--- src/rtl/uart_pkg.sv ---
// Shared types and constants for the UART transmit engine.
// The BREAK state is used only when UART_TX_BREAK_EN is defined.
package uart_pkg;

    typedef enum logic [2:0] {
        IDLE,
        START,
        DATA,
        PARITY,
        STOP,
        BREAK
    } uart_state_t;

    localparam logic [1:0] PAR_NONE = 2'b00;
    localparam logic [1:0] PAR_EVEN = 2'b01;
    localparam logic [1:0] PAR_ODD  = 2'b10;

    // Number of bits needed to hold the values 0..n-1; never less than one.
    function automatic int cnt_w(input int n);
        return (n <= 2) ? 1 : $clog2(n);
    endfunction

endpackage

--- src/rtl/uart_baud_tick.sv ---
// Bit-period timer: a down-counter that reloads on restart or after reaching zero.
// tick is high during the last clk cycle of each bit period.
module uart_baud_tick
    import uart_pkg::*;
#(
    parameter int CLKS_PER_BIT = 16
) (
    input  logic clk,
    input  logic reset,
    input  logic restart,
    output logic tick
);

    localparam int CW = cnt_w(CLKS_PER_BIT);
    localparam logic [CW-1:0] RELOAD = CW'(CLKS_PER_BIT - 1);

    logic [CW-1:0] cnt;

    // Count down one bit period; restart realigns the period to the next cycle.
    always_ff @(posedge clk) begin
        if (reset) begin
            cnt <= '0;
        end else if (restart || (cnt == '0)) begin
            cnt <= RELOAD;
        end else begin
            cnt <= cnt - 1'b1;
        end
    end

    assign tick = (cnt == '0);

endmodule

--- src/rtl/uart_tx_frame_ctrl.sv ---
// UART transmit engine: start bit, DATA_W data bits LSB first, optional parity,
// one or two stop bits. Frames chain back-to-back via the valid/ready handshake.
// Optional line-break generation is enabled with the macro UART_TX_BREAK_EN.
module uart_tx_frame_ctrl
    import uart_pkg::*;
#(
    parameter int DATA_W       = 8,
    parameter int CLKS_PER_BIT = 16
) (
    input  logic              clk,
    input  logic              reset,
    input  logic              tx_valid,
    input  logic [DATA_W-1:0] tx_data,
    input  logic [1:0]        par_mode,
    input  logic              stop2,
    output logic              tx_ready,
    output logic              tx,
    output logic              busy,
`ifdef UART_TX_BREAK_EN
    input  logic              tx_break,
`endif
    output logic              done
);

    localparam int BW = cnt_w(DATA_W + 1);
    localparam logic [BW-1:0] LAST_BIT = BW'(DATA_W - 1);

    uart_state_t       state;
    logic [DATA_W-1:0] shreg;
    logic              par_bit;
    logic              par_en;
    logic              stop2_l;
    logic [BW-1:0]     bit_cnt;
    logic              stop_cnt;
    logic              brk_rel;
    logic              brk;
    logic              tick;
    logic              restart;
    logic              accept;
    logic              last_bit;
    logic              last_stop;

`ifdef UART_TX_BREAK_EN
    assign brk = tx_break;
`else
    assign brk = 1'b0;
`endif

    assign accept    = tx_valid && tx_ready;
    assign last_bit  = (bit_cnt == LAST_BIT);
    assign last_stop = (stop_cnt == stop2_l);
    assign done      = (state == STOP) && tick && last_stop;
    assign tx_ready  = ((state == IDLE) || done) && !brk;
    assign busy      = (state != IDLE);
    assign restart   = accept || (state == IDLE) || ((state == BREAK) && !brk_rel);

    uart_baud_tick #(
        .CLKS_PER_BIT(CLKS_PER_BIT)
    ) u_baud (
        .clk    (clk),
        .reset  (reset),
        .restart(restart),
        .tick   (tick)
    );

    // Frame datapath: latch payload and options on accept, shift once per data bit.
    always_ff @(posedge clk) begin
        if (accept) begin
            shreg   <= tx_data;
            par_bit <= (^tx_data) ^ (par_mode == PAR_ODD);
            par_en  <= (par_mode == PAR_EVEN) || (par_mode == PAR_ODD);
            stop2_l <= stop2;
        end else if ((state == DATA) && tick && !last_bit) begin
            shreg <= shreg >> 1;
        end
    end

    // Frame sequencer with registered serial output.
    always_ff @(posedge clk) begin
        if (reset) begin
            state    <= IDLE;
            tx       <= 1'b1;
            bit_cnt  <= '0;
            stop_cnt <= 1'b0;
            brk_rel  <= 1'b0;
        end else begin
            case (state)
                IDLE: begin
                    if (brk) begin
                        state <= BREAK;
                        tx    <= 1'b0;
                    end else if (accept) begin
                        state <= START;
                        tx    <= 1'b0;
                    end
                end
                START: begin
                    if (tick) begin
                        state   <= DATA;
                        tx      <= shreg[0];
                        bit_cnt <= '0;
                    end
                end
                DATA: begin
                    if (tick) begin
                        if (last_bit) begin
                            stop_cnt <= 1'b0;
                            if (par_en) begin
                                state <= PARITY;
                                tx    <= par_bit;
                            end else begin
                                state <= STOP;
                                tx    <= 1'b1;
                            end
                        end else begin
                            bit_cnt <= bit_cnt + 1'b1;
                            tx      <= shreg[1];
                        end
                    end
                end
                PARITY: begin
                    if (tick) begin
                        state    <= STOP;
                        tx       <= 1'b1;
                        stop_cnt <= 1'b0;
                    end
                end
                STOP: begin
                    if (tick) begin
                        if (!last_stop) begin
                            stop_cnt <= 1'b1;
                        end else if (brk) begin
                            state <= BREAK;
                            tx    <= 1'b0;
                        end else if (accept) begin
                            state <= START;
                            tx    <= 1'b0;
                        end else begin
                            state <= IDLE;
                            tx    <= 1'b1;
                        end
                    end
                end
                BREAK: begin
                    if (!brk_rel) begin
                        if (!brk) begin
                            brk_rel <= 1'b1;
                            tx      <= 1'b1;
                        end
                    end else if (tick) begin
                        brk_rel <= 1'b0;
                        state   <= IDLE;
                    end
                end
                default: begin
                    state <= IDLE;
                    tx    <= 1'b1;
                end
            endcase
        end
    end

endmodule

--- config.mk ---
export PLATFORM = sky130hd
export DESIGN_NAME = uart_tx_frame_ctrl
export DESIGN_NICKNAME = d
export VERILOG_FILES = /design/src/rtl/uart_pkg.sv /design/src/rtl/uart_baud_tick.sv /design/src/rtl/uart_tx_frame_ctrl.sv
export SDC_FILE = /design/constraint.sdc
export NUM_CORES = 1
export LEC_CHECK = 0
export ABC_AREA = 1
export BUFFER_PORTS_ARGS = -buffer_cell sky130_fd_sc_hd__buf_2
export CORE_MARGIN = 1
export CORE_UTILIZATION = 57
export CTS_BUF_LIST = sky130_fd_sc_hd__clkbuf_4 sky130_fd_sc_hd__clkbuf_8 sky130_fd_sc_hd__clkbuf_16
export CTS_CLUSTER_DIAMETER = 120
export DETAILED_ROUTE_END_ITERATION = 10
export PLACE_DENSITY = 0.86
export SLEW_MARGIN = 10
export SYNTH_ARGS = -nofsm -noshare
export SYNTH_HDL_FRONTEND = slang
export SYNTH_SLANG_ARGS = --single-unit
export TNS_END_PERCENT = 5
--- constraint.sdc ---
create_clock -name clk -period 2.15 [get_ports clk]
set_input_delay 0.215 -clock clk [delete_from_list [all_inputs] [get_ports clk]]
set_output_delay 0.215 -clock clk [all_outputs]
set_load 0.005 [all_outputs]
==> summary.md <==
| Metric | Value |
|---|---|
| Setup TNS | 0 ns |
| Post-Syn Area | roughly 0.0015 mm² |
| Critical Path AT | between 1.5 and 2 ns |
| Tcrit/Tclk final | 0.9097 |
| DR vias | ~1.3k |
| Hold Crit Class | input pin to flip-flop |
| Layout fillers | 207 |
| Antenna Nets Post-Route | 0 |
| Fin. max-slew vios | 0 |
| Die H | roughly 53 µm |
| Later-pin clock latency in the skew report | 0.32 ns |
| GPL Wtd Cong | 0.9278 |
| Design Area, Final | 0.001587 mm² |
| Final setup fails | 0 |
| Initial drt markers | 31 |
| Num CTS Buffers | 3 |
| Status | finished, final reports clean |
| Slew @ Worst Pin | around 0.37 ns |
| Row count | 17 |
| RSZ-0062 raised after global routing | false |
| Post-synth EDFFs | 11 |
| P per Cell Area | approximately 1100 mW/mm² |
| H-Tree Level Count | 1 |
| Crit start category | flip-flop |
| Synthesis-to-layout area growth | 8.469% |
| Worst-path clk slew | 0.13 ns |
| Crit. End Element | flip-flop |
| Asr flop ratio synth | 0 |
| Vias in the first global route | about 1.2k |
| Netlist cell types | 32 |
| Max cap viols | 0 |
| Post-Place Cell Area | ~0.0016 mm² |
| Core area | around 0.0023 mm² |
| Final setup skew | between 0.004 and 0.005 ns |
| I/O pins | 18 |
| Post-CTS Setup Bufs | 0 |
| Antenna violations before repair | 0 |
| Routed WL | about 2900 µm |
| Post-synthesis register bit count | 25 |
| Slew headroom | 0.7561 |
| Average size of a mapped cell | around 7.6 µm² |
| Hpwl dp | between 2000 and 2500 µm |
| Starting Density | 0.6309 |
| Remaining Overflow, GRT | 0 |
| Buffers on Ports | 17 |
| CTS tree | yes |
| Gr usage total | 0.2445 |
| Largest net degree at the start of global routing | 14 |
| Main flop type after synthesis | dfxtp_1 |
| DR vias/cell | around 5.4 |
| Syn Nets | 209 |
| Drt pass-1 iters | 4 |
| Clock sinks | 25 |
| Maximum clock rate | between 0.5 and 0.6 GHz |
| Wire per inst | between 10 and 15 µm |
| Hold_buf cts | 0 |
| Syn Inst Count | ~190 |
| Ratio of cells with drive above 1 in the final layout | 0.2190 |
| Crit path kind | flip-flop to flip-flop |
| Register area share after synthesis | 0.4175 |
| Yosys warns | 0 |
| Synth area leader | edfxtp_1 |
| Tmin final | 1.956 ns |
| Max VDD drop | around 0.00064 V |
| Root buf cell | clkbuf_4 |
| Die ar. | about 0.0028 mm² |
| Top cells by area, synth | edfxtp_1 (23%), dfxtp_1 (19%), nand2_1 (12%) |
| Antenna Cells | 0 |
| Residual DRC count | 0 |
| Hold WS | ~0.065 ns |
| Leak | a little under 0.8 nW |
| First-pass GRT wire length | 4871 µm |
| Chip Width | about 53 µm |
| CP Max Fanout | 12 |
| Hold Violations, Final | 0 |
| WP data required | 2.16 ns |
| Max clock buf depth | 2 |
| Post_cts resized | 0 |
| Synth top area share | 0.2258 |
| Final net count | about 230 |
cell usage after synthesis (3+ instances only):
master / number
nor2_2: 5
nand3_1: 8
nor2_1: 19
xor2_1: 4
a21oi_1: 13
edfxtp_1: 11
nand2_2: 6
inv_2: 4
o21ai_0: 4
a31oi_1: 3
dfxtp_1: 14
ha_1: 3
xnor2_1: 3
inv_1: 25
nand2_1: 47
routing by layer:
metal | vias up | GRT usage | wire length (µm)
li1 | 647 | - | -
met1 | 591 | 0.2991 | 1333
met2 | 33 | 0.4030 | 1369
met3 | 6 | 0.04638 | 120
met4 | 0 | 0.1272 | 54
met5 | - | 0 | 0
cell type report:
type / count / area (µm²) / area share
Multi-Input combinational cell: 134 / 710.7 / 0.4480
Clock buffer: 4 / 30.03 / 0.01893
Inverter: 30 / 115.1 / 0.07256
Tap cell: 28 / 35.03 / 0.02208
Sequential cell: 25 / 610.6 / 0.3849
Timing Repair Buffer: 17 / 85.08 / 0.05363
path summary, 6_finish.rpt:
check                                         startpoint                endpoint  slack, ns  cells after the start
worst min-delay path                               stop2       stop2_l$_DFFE_PN_       0.06                      1
worst min register to register           tx$_SDFFE_PP1P_         tx$_SDFFE_PP1P_       0.48                      2
worst max-delay path            u_baud.cnt[0]$_SDFF_PP0_  shreg[7]$_SDFFCE_PP0P_       0.19                      8
worst max register to register  u_baud.cnt[0]$_SDFF_PP0_  shreg[7]$_SDFFCE_PP0P_       0.19                      8
sequential cells by signal, indices dropped and copies added, names as in the netlist:
signal	count
par_en	1
state	3
u_baud.cnt	4
bit_cnt	4
shreg	8
par_bit	1
brk_rel	1
tx	1
stop_cnt	1
stop2_l	1
power breakdown:
group          switching, mW  leakage (nW)  internal, mW
clock network          0.138        0.0184        0.0852
logic                  0.463         0.533         0.253
registers             0.0825         0.222         0.661
total                  0.683         0.773         0.999
logic make-up after synthesis:
logic type,synth area share
compound gates,0.1027
xor+xnor,0.04192
fa+ha+maj,0.02567
buf+inv,0.09666
flops,0.4175
simple gates,0.3157
worst max-delay path: stages, from the launching register on:
cell,delay [ns]
dfxtp_1,0.35
inv_1,0.08
ha_1,0.18
nand2_1,0.09
nor2_2,0.25
nand3_2,0.14
nand2_2,0.10
nand2_2,0.15
nand2_1,0.31
per-stage QoR:
step / power, mW / std cells / utilization / setup WS (ns)
CTS: 1.685 / 238 / 0.6843 / 0.2089
detailed placement: 1.464 / 234 / 0.6713 / 0.2256
floorplan: 1.298 / 192 / - / 0.4271
finish: 1.682 / 238 / 0.6843 / 0.1942
global placement: 1.431 / 234 / 0.6713 / 0.3530
global route: 1.817 / 238 / 0.6843 / 0.02541
layout by cell type (no fill, tap or decap), types with 5 or more instances in the layout:
cell type	instances
nand2_1	47
inv_1	25
buf_2	17
nand3_1	8
nor2_2	5
edfxtp_1	11
nor2_1	19
dfxtp_1	14
a21oi_1	13
nand2_2	6
Note: power is estimated with default switching activity, not from simulation.
